$ cat config.mk
export PLATFORM = sky130hd
export DESIGN_NAME = riscv_multicycle_controller_flat
export DESIGN_NICKNAME = d
export VERILOG_FILES = /design/src/rtl/riscv_multicycle_controller_pkg.sv /design/src/rtl/riscv_multicycle_controller_if.sv /design/src/rtl/riscv_multicycle_controller_alu_decoder.sv /design/src/rtl/riscv_multicycle_controller.sv /design/src/flat_wrapper.sv
export SDC_FILE = /design/constraint.sdc
export NUM_CORES = 1
export LEC_CHECK = 0
export BUFFER_PORTS_ARGS = -buffer_cell sky130_fd_sc_hd__buf_4
export CAP_MARGIN = 20
export CORE_UTILIZATION = 50
export DETAILED_ROUTE_END_ITERATION = 7
export PLACE_DENSITY = 0.82
export SLEW_MARGIN = 20
export SYNTH_ARGS = -nofsm -noshare
export SYNTH_HDL_FRONTEND = slang
export SYNTH_SLANG_ARGS = --single-unit
$ cat constraint.sdc
create_clock -name clk -period 1.9 [get_ports clk]
set_input_delay 0.19 -clock clk [delete_from_list [all_inputs] [get_ports clk]]
set_output_delay 0.19 -clock clk [all_outputs]
set_load 0.01 [all_outputs]
$ cat src/rtl/riscv_multicycle_controller_pkg.sv
// Shared encodings for the multi-cycle RV32I controller.
// Holds opcode constants, the FSM state enum, the ALU-op class used
// between the FSM and the ALU decoder, the datapath mux encodings and a
// branch-condition helper.
package riscv_ctrl_pkg;

    localparam logic [6:0] OP_LOAD   = 7'b0000011;
    localparam logic [6:0] OP_STORE  = 7'b0100011;
    localparam logic [6:0] OP_RTYPE  = 7'b0110011;
    localparam logic [6:0] OP_ITYPE  = 7'b0010011;
    localparam logic [6:0] OP_BRANCH = 7'b1100011;
    localparam logic [6:0] OP_JAL    = 7'b1101111;
    localparam logic [6:0] OP_JALR   = 7'b1100111;
    localparam logic [6:0] OP_LUI    = 7'b0110111;

    typedef enum logic [3:0] {
        ST_FETCH, ST_DECODE, ST_MEMADR, ST_MEMREAD, ST_MEMWB, ST_MEMWRITE,
        ST_EXECR, ST_EXECI, ST_ALUWB, ST_BRANCH, ST_JAL, ST_JALR1, ST_JALR2,
        ST_LUI, ST_FAULT
    } state_e;

    // Class of ALU operation requested by the FSM; the decoder refines it.
    typedef enum logic [1:0] {
        ALUOP_ADD, ALUOP_SUB, ALUOP_RTYPE, ALUOP_ITYPE
    } alu_op_e;

    localparam logic [2:0] ALU_ADD = 3'b000;
    localparam logic [2:0] ALU_SUB = 3'b001;
    localparam logic [2:0] ALU_AND = 3'b010;
    localparam logic [2:0] ALU_OR  = 3'b011;
    localparam logic [2:0] ALU_SLT = 3'b101;
    localparam logic [2:0] ALU_XOR = 3'b110;

    localparam logic [1:0] SRCA_PC    = 2'b00;
    localparam logic [1:0] SRCA_OLDPC = 2'b01;
    localparam logic [1:0] SRCA_A     = 2'b10;

    localparam logic [1:0] SRCB_B    = 2'b00;
    localparam logic [1:0] SRCB_IMM  = 2'b01;
    localparam logic [1:0] SRCB_FOUR = 2'b10;

    localparam logic [1:0] RES_ALUOUT = 2'b00;
    localparam logic [1:0] RES_DATA   = 2'b01;
    localparam logic [1:0] RES_ALURES = 2'b10;
    localparam logic [1:0] RES_IMM    = 2'b11;

    localparam logic [2:0] IMM_I = 3'b000;
    localparam logic [2:0] IMM_S = 3'b001;
    localparam logic [2:0] IMM_B = 3'b010;
    localparam logic [2:0] IMM_J = 3'b011;
    localparam logic [2:0] IMM_U = 3'b100;

    // Branch resolution from A-B flags. bge also accepts zero so that
    // equal operands branch even if the sign flag is set.
    function automatic logic branch_taken(input logic [2:0] func3,
                                          input logic zero,
                                          input logic sign);
        case (func3)
            3'b000:  return zero;
            3'b001:  return !zero;
            3'b100:  return sign;
            3'b101:  return !sign || zero;
            default: return 1'b0;
        endcase
    endfunction

endpackage

$ cat src/rtl/riscv_multicycle_controller_if.sv
// Shared memory port handshake between controller and memory.
//   mem_req   : access request (held until mem_ready)
//   mem_we    : write request
//   mem_ready : write accepted / read data valid this cycle
interface riscv_multicycle_controller_if;
    logic mem_req;
    logic mem_we;
    logic mem_ready;

    modport master (output mem_req, output mem_we, input mem_ready);
    modport slave  (input mem_req, input mem_we, output mem_ready);
endinterface

$ cat src/rtl/riscv_multicycle_controller_alu_decoder.sv
// riscv_alu_decoder: combinational ALU control decoder.
//   alu_op      : operation class from the FSM
//   func3       : IR[14:12]
//   func7_5     : IR[30], selects sub for R-type
//   alu_control : ALU operation code
module riscv_alu_decoder
    import riscv_ctrl_pkg::*;
(
    input  alu_op_e    alu_op,
    input  logic [2:0] func3,
    input  logic       func7_5,
    output logic [2:0] alu_control
);
    always_comb begin
        alu_control = ALU_ADD;
        case (alu_op)
            ALUOP_ADD: alu_control = ALU_ADD;
            ALUOP_SUB: alu_control = ALU_SUB;
            ALUOP_RTYPE: begin
                case (func3)
                    3'b000:  alu_control = func7_5 ? ALU_SUB : ALU_ADD;
                    3'b010:  alu_control = ALU_SLT;
                    3'b110:  alu_control = ALU_OR;
                    3'b111:  alu_control = ALU_AND;
                    default: alu_control = ALU_ADD;
                endcase
            end
            ALUOP_ITYPE: begin
                case (func3)
                    3'b010:  alu_control = ALU_SLT;
                    3'b100:  alu_control = ALU_XOR;
                    3'b110:  alu_control = ALU_OR;
                    default: alu_control = ALU_ADD;
                endcase
            end
            default: alu_control = ALU_ADD;
        endcase
    end
endmodule

$ cat src/rtl/riscv_multicycle_controller.sv
// Multi-cycle RV32I control FSM with bus watchdog and fault trapping.
//   clk, rst           : clock, synchronous active-high reset
//   op, func3, func7   : instruction register fields
//   zero, sign         : ALU flags (combinational)
//   mem                : memory handshake (mem_req, mem_we, mem_ready)
//   AdrSrc..ALUControl : datapath mux selects and write strobes
//   instr_retired      : pulse on the final cycle of each instruction
//   bus_error, illegal_instr : sticky faults, cleared only by rst
module riscv_multicycle_controller
    import riscv_ctrl_pkg::*;
#(
    parameter int TIMEOUT_CYCLES = 64,
    parameter int TMO_W          = $clog2(TIMEOUT_CYCLES + 1)
)(
    input  logic       clk,
    input  logic       rst,
    input  logic [6:0] op,
    input  logic [2:0] func3,
    input  logic [6:0] func7,
    input  logic       zero,
    input  logic       sign,
    riscv_multicycle_controller_if.master mem,
    output logic       AdrSrc,
    output logic       IRWrite,
    output logic       PCWrite,
    output logic       RegWrite,
    output logic [1:0] ALUSrcA,
    output logic [1:0] ALUSrcB,
    output logic [1:0] ResultSrc,
    output logic [2:0] ImmSrc,
    output logic [2:0] ALUControl,
    output logic       instr_retired,
    output logic       bus_error,
    output logic       illegal_instr
);
    // A zero-width counter is illegal, so keep at least one bit when disabled.
    localparam int CNT_W = (TMO_W < 1) ? 1 : TMO_W;
    localparam bit WDOG_EN = (TIMEOUT_CYCLES > 0);
    localparam logic [CNT_W-1:0] TMO_LAST =
        CNT_W'((TIMEOUT_CYCLES > 0) ? TIMEOUT_CYCLES - 1 : 0);

    state_e           state_q, state_d;
    logic [CNT_W-1:0] tmo_q, tmo_d;
    logic             bus_error_q, bus_error_d;
    logic             illegal_q, illegal_d;

    logic       req, we, adr, irw, pcw, rw, ret, timeout_hit;
    logic [1:0] srca, srcb, res;
    logic [2:0] imm, alu_ctrl;
    alu_op_e    alu_op;
    logic       unused_func7;

    assign unused_func7 = ^{func7[6], func7[4:0]};

    riscv_alu_decoder u_alu_dec (
        .alu_op      (alu_op),
        .func3       (func3),
        .func7_5     (func7[5]),
        .alu_control (alu_ctrl)
    );

    always_comb begin
        state_d     = state_q;
        bus_error_d = bus_error_q;
        illegal_d   = illegal_q;
        req = 1'b0; we = 1'b0; adr = 1'b0; irw = 1'b0;
        pcw = 1'b0; rw = 1'b0; ret = 1'b0;
        srca = SRCA_PC; srcb = SRCB_B; res = RES_ALUOUT; imm = IMM_I;
        alu_op = ALUOP_ADD;

        case (state_q)
            ST_FETCH: begin
                req  = 1'b1;
                srcb = SRCB_FOUR;
                res  = RES_ALURES;
                irw  = mem.mem_ready;
                pcw  = mem.mem_ready;
                if (mem.mem_ready) state_d = ST_DECODE;
            end
            ST_DECODE: begin
                // Precompute OldPC+imm into ALUOut for branch/jal targets.
                srca = SRCA_OLDPC;
                srcb = SRCB_IMM;
                case (op)
                    OP_LOAD:   state_d = ST_MEMADR;
                    OP_STORE:  begin imm = IMM_S; state_d = ST_MEMADR; end
                    OP_RTYPE:  state_d = ST_EXECR;
                    OP_ITYPE:  state_d = ST_EXECI;
                    OP_BRANCH: begin imm = IMM_B; state_d = ST_BRANCH; end
                    OP_JAL:    begin imm = IMM_J; state_d = ST_JAL; end
                    OP_JALR:   state_d = ST_JALR1;
                    OP_LUI:    begin imm = IMM_U; state_d = ST_LUI; end
                    default: begin
                        state_d   = ST_FAULT;
                        illegal_d = 1'b1;
                    end
                endcase
            end
            ST_MEMADR: begin
                srca = SRCA_A;
                srcb = SRCB_IMM;
                imm  = (op == OP_STORE) ? IMM_S : IMM_I;
                state_d = (op == OP_STORE) ? ST_MEMWRITE : ST_MEMREAD;
            end
            ST_MEMREAD: begin
                req = 1'b1;
                adr = 1'b1;
                if (mem.mem_ready) state_d = ST_MEMWB;
            end
            ST_MEMWB: begin
                res = RES_DATA;
                rw  = 1'b1;
                ret = 1'b1;
                state_d = ST_FETCH;
            end
            ST_MEMWRITE: begin
                req = 1'b1;
                we  = 1'b1;
                adr = 1'b1;
                if (mem.mem_ready) begin
                    ret     = 1'b1;
                    state_d = ST_FETCH;
                end
            end
            ST_EXECR: begin
                srca   = SRCA_A;
                alu_op = ALUOP_RTYPE;
                state_d = ST_ALUWB;
            end
            ST_EXECI: begin
                srca   = SRCA_A;
                srcb   = SRCB_IMM;
                alu_op = ALUOP_ITYPE;
                state_d = ST_ALUWB;
            end
            ST_ALUWB: begin
                rw  = 1'b1;
                ret = 1'b1;
                state_d = ST_FETCH;
            end
            ST_BRANCH: begin
                srca   = SRCA_A;
                alu_op = ALUOP_SUB;
                pcw    = branch_taken(func3, zero, sign);
                ret    = 1'b1;
                state_d = ST_FETCH;
            end
            ST_JAL: begin
                // PC <- ALUOut (target) while ALU forms the link OldPC+4.
                srca = SRCA_OLDPC;
                srcb = SRCB_FOUR;
                pcw  = 1'b1;
                state_d = ST_ALUWB;
            end
            ST_JALR1: begin
                srca = SRCA_A;
                srcb = SRCB_IMM;
                state_d = ST_JALR2;
            end
            ST_JALR2: begin
                srca = SRCA_OLDPC;
                srcb = SRCB_FOUR;
                pcw  = 1'b1;
                state_d = ST_ALUWB;
            end
            ST_LUI: begin
                res = RES_IMM;
                imm = IMM_U;
                rw  = 1'b1;
                ret = 1'b1;
                state_d = ST_FETCH;
            end
            default: ;  // ST_FAULT: everything idle until reset
        endcase

        // A late mem_ready on the final allowed cycle still completes.
        timeout_hit = WDOG_EN && req && !mem.mem_ready && (tmo_q == TMO_LAST);
        if (timeout_hit) begin
            state_d     = ST_FAULT;
            bus_error_d = 1'b1;
        end

        if (WDOG_EN && req && !mem.mem_ready && (state_d == state_q))
            tmo_d = tmo_q + CNT_W'(1);
        else
            tmo_d = '0;
    end

    always_ff @(posedge clk) begin
        if (rst) begin
            state_q     <= ST_FETCH;
            tmo_q       <= '0;
            bus_error_q <= 1'b0;
            illegal_q   <= 1'b0;
        end else begin
            state_q     <= state_d;
            tmo_q       <= tmo_d;
            bus_error_q <= bus_error_d;
            illegal_q   <= illegal_d;
        end
    end

    // Every output is forced low during reset so an aborted instruction
    // cannot write state in the reset cycle.
    assign mem.mem_req    = req & ~rst;
    assign mem.mem_we     = we & ~rst;
    assign AdrSrc         = adr & ~rst;
    assign IRWrite        = irw & ~rst;
    assign PCWrite        = pcw & ~rst;
    assign RegWrite       = rw & ~rst;
    assign instr_retired  = ret & ~rst;
    assign ALUSrcA        = rst ? 2'b00 : srca;
    assign ALUSrcB        = rst ? 2'b00 : srcb;
    assign ResultSrc      = rst ? 2'b00 : res;
    assign ImmSrc         = rst ? 3'b000 : imm;
    assign ALUControl     = rst ? 3'b000 : alu_ctrl;
    assign bus_error      = bus_error_q & ~rst;
    assign illegal_instr  = illegal_q & ~rst;

endmodule

$ cat src/flat_wrapper.sv
// flat-port wrapper written by rule: the top's interface ports become plain ports
module riscv_multicycle_controller_flat import riscv_ctrl_pkg::*;
#(
    parameter int TIMEOUT_CYCLES = 64,
    parameter int TMO_W          = $clog2(TIMEOUT_CYCLES + 1)
)
  (clk, rst, op, func3, func7, zero, sign, AdrSrc, IRWrite, PCWrite, RegWrite, ALUSrcA, ALUSrcB, ResultSrc, ImmSrc, ALUControl, instr_retired, bus_error, illegal_instr, mem_mem_req, mem_mem_we, mem_mem_ready);
  riscv_multicycle_controller_if mem_i ();
  input  logic clk;
  input  logic rst;
  input  logic [6:0] op;
  input  logic [2:0] func3;
  input  logic [6:0] func7;
  input  logic zero;
  input  logic sign;
  output logic AdrSrc;
  output logic IRWrite;
  output logic PCWrite;
  output logic RegWrite;
  output logic [1:0] ALUSrcA;
  output logic [1:0] ALUSrcB;
  output logic [1:0] ResultSrc;
  output logic [2:0] ImmSrc;
  output logic [2:0] ALUControl;
  output logic instr_retired;
  output logic bus_error;
  output logic illegal_instr;
  output wire logic [$bits(mem_i.mem_req)-1:0] mem_mem_req;
  output wire logic [$bits(mem_i.mem_we)-1:0] mem_mem_we;
  input wire logic [$bits(mem_i.mem_ready)-1:0] mem_mem_ready;
  assign mem_mem_req = mem_i.mem_req;
  assign mem_mem_we = mem_i.mem_we;
  assign mem_i.mem_ready = mem_mem_ready;
  riscv_multicycle_controller #(.TIMEOUT_CYCLES(TIMEOUT_CYCLES), .TMO_W(TMO_W)) u_core (.clk(clk), .rst(rst), .op(op), .func3(func3), .func7(func7), .zero(zero), .sign(sign), .mem(mem_i), .AdrSrc(AdrSrc), .IRWrite(IRWrite), .PCWrite(PCWrite), .RegWrite(RegWrite), .ALUSrcA(ALUSrcA), .ALUSrcB(ALUSrcB), .ResultSrc(ResultSrc), .ImmSrc(ImmSrc), .ALUControl(ALUControl), .instr_retired(instr_retired), .bus_error(bus_error), .illegal_instr(illegal_instr));
endmodule
==> flow_summary.yaml <==
route:
  first_iter_violations: 40
  wl_microns: 3559
  dr.pass1.iters: 5
  vias: 1463
  vias_per_cell: 5.996
  wire_per_inst_microns: 14.59
  post-route-drc-count: 0
  ant_nets: 0
placement:
  portBuffers: 36
  place.gp.congestion: 0.9096
  dp_slack_ns: 0.1326
  place.detailed.hpwl_microns: 2529
timing:
  drv_slew: 0
  rsz0062_at_grt: "true"
  relSlewSlack: 0.7598
  setup_ws_ns: 0.06074
  hold_violations: 0
  worst_pin_slew_ns: 0.3558
  max_freq_mhz: 543.7
  fin_skew_ns: 0.006890
  setup_violations: 0
  period_share: 0.9680
  fin_crit_ns: 1.839
  holdWs_ns: 0.2510
pwr:
  power_frac_comb: 0.452
  total_power_mw: 0.9001
  seq_power_share: 0.362
  total_leakage_power_nw: 0.6568
  ir_worst_vdd_mv: 0.7233
  internal_power_mw: 0.5657
  switchingPower_mw: 0.3345
  pwr_density_cell_mw_per_mm2: 546.2
  clockPowerShare: 0.185
  swShare: 0.3716
synthesis:
  ys_async_sr_fraction: 0
  syn-instance-count: 178
  yosys.area.top_type_share: 0.2138
  synth.distinct_cells: 47
  ys_seq_elements: 13
  synth_top_cell_by_area: "dfxtp_1"
  seq_area_frac_synth: 0.2138
  syn-cell-area_sq_mm: 0.001217
  yosys_warnings: 0
  synth.net_count: 201
  synth_edf_count: 0
  yosys-top-cells-area: "dfxtp_1 21%, nor2_1 6.8%, a21oi_1 5.3%"
  synth.avg_cell_area_sq_um: 6.839
  synth_ff_type: "dfxtp_1"
floorplanning:
  row_count: 17
  design.core.area_sq_mm: 0.002255
  dieArea_sq_mm: 0.002636
  fp.dieW_microns: 51.35
  dieHeight_microns: 51.35
  num_io_pins: 43
  start_util: 0.5400
worst_setup_path:
  end_kind: "output pin"
  worstReg2RegStart: "u_core.tmo_q[0]$_SDFF_PP0_"
  cp_max_fo: 12
  critPathSlowestCell: "dfxtp_4"
  worstSetupPathType: "reg2out"
  critPathLaunchType: "flop"
  max_stage_delay_ns: 0.37
  cp.arrival_ns: 1.65
  crit_chain: "buf_12 -> nand2b_4 -> or2_4 -> nand4b_1 -> a21oi_2 -> buf_4"
  cp-startpoint: "u_core.state_q[2]$_SDFF_PP0_"
  critPathRequiredTime_ns: 1.71
clocking:
  cts_made_buffers: 3
  cts_hold_buffers: 0
  cts.clk_slew.worst_paths_ns: 0.08
  ctsLongestPathBuffers: 2
  root_buffer: "clkbuf_4"
  cts_sinks: 13
  h-tree-depth: 1
  insertion_delay_ns: 0.27
  cts_tree: "done"
cells_and_area:
  area_growth_pct: 35.35
  multi_input_area_sq_um: 917.1
  area.sequential_sq_um: 272.8
  fin_util: 0.7309
  fillCellCount: 173
  nets: 240
  drive_gt1_frac: 0.3148
  antenna_cells: 0
hold_path:
  hp-start: "rst"
  hold_path.class: "in2reg"
outcome:
  outcome: "finished clean"
grt:
  grt_pass1_vias: 1340
  antenna_found_initial: 0
  grtUsageTotal: 0.2693
  overflow: 0
  grt_max_degree: 22
  grt_pass1_wl_microns: 5554
flow_run:
  maxCapViolations: 0
==> cell type report <==
class	count	area share
clock inverters	1	0.003037
well taps	28	0.02126
inverters	6	0.01595
multi-input cells	146	0.5566
clock buffers	3	0.01367
flip-flops and latches	13	0.1655
repair buffers	47	0.2240
==> state kept, by name, summed over array words and instances, names as in the netlist <==
register / cells
u_core.illegal_q: 1
u_core.tmo_q: 7
u_core.state_q: 4
u_core.bus_error_q: 1
==> final timing paths <==
check,endpoint,slack [ns],depth (start not counted)
max,PCWrite,0.06,6
max reg2reg,u_core.state_q[2]$_SDFF_PP0_,0.10,5
min,u_core.state_q[3]$_SDFF_PP0_,0.25,2
min reg2reg,u_core.tmo_q[0]$_SDFF_PP0_,0.47,1
==> logic make-up after synthesis <==
group                    Yosys count  synth area share
buffers and inverters             19           0.06474
multiplexers                       1          0.008222
AND/OR/NAND/NOR                   89            0.3998
AO/OA/AOI/OAI                     48            0.2528
flip-flops                        13            0.2138
XOR/XNOR                           7           0.05036
adder cells (fa/ha/maj)            1           0.01028
==> routing by layer <==
metal | GRT usage | vias up | part of all wire
met4 | 0.06757 | 0 | 0.0017
met3 | 0.04762 | 2 | 0.056
met1 | 0.3256 | 687 | 0.42
met5 | 0 | - | 0
met2 | 0.4868 | 52 | 0.52
li1 | - | 722 | -
==> Yosys cell counts, types with 2 or more instances <==
master    instances
a211o_1           2
a211oi_1          2
a21oi_1          13
a31oi_1           4
and2_1            4
and3b_1           2
buf_2             6
clkbuf_1          6
dfxtp_1          13
inv_1             6
nand2_1          14
nand2b_1          3
nand3_1           8
nand4b_1          2
nor2_1           22
nor2b_1           9
nor3_1            8
nor4_1            2
o21a_1            4
o21ai_0          13
or2_2             3
or3_1             2
xnor2_1           4
xor2_1            3
==> cell usage in the layout, fill, tap and decap left out, types with 3 or more instances in the layout <==
cell type and instances:
a21oi_1 12, a31oi_1 4, and2_1 4, buf_4 45, clkbuf_4 3, dfxtp_1 9, dfxtp_4 3, inv_1 5
nand2_1 14, nand3_1 8, nor2_1 19, nor2b_1 9, nor3_1 8, o21a_1 4, o21ai_0 13, xnor2_1 4
xor2_1 3
==> power groups by stage <==
stage               clock (mW)  sequential (mW)  combinational [mW]
floorplan                    0            0.305               0.239
CTS                      0.174            0.320               0.371
finish                   0.167            0.326               0.407
detailed placement           0            0.325               0.367
global route             0.184            0.329               0.446
global placement             0            0.324               0.354
==> critical path: cells and delay by family (launching register included) <==
kind | cells | cell delay, ns
simple gates | 3 | 0.57
flops | 1 | 0.37
buf+inv | 2 | 0.27
compound gates | 1 | 0.16
==> repair_timing <==
item | 4_1_cts | 5_1_grt
gates resized for setup | 5 | 15
endpoints found under the setup margin | 6 | 9
setup buffers | 0 | 4
endpoints found under the hold margin | 0 | 0
pin swaps | 1 | 1
==> stage by stage <==
stage          cell area (sq um)  std cells  setup TNS [ns]
2_1_floorplan               1217        178               0
3_5_place_dp                1531        236               0
4_1_cts                     1572        240        -0.08504
5_1_grt                     1648        244        -0.01916
3_3_place_gp                1531        236               0
6_report                    1648        244               0
No activity file was read; power rests on OpenSTA's default activity.
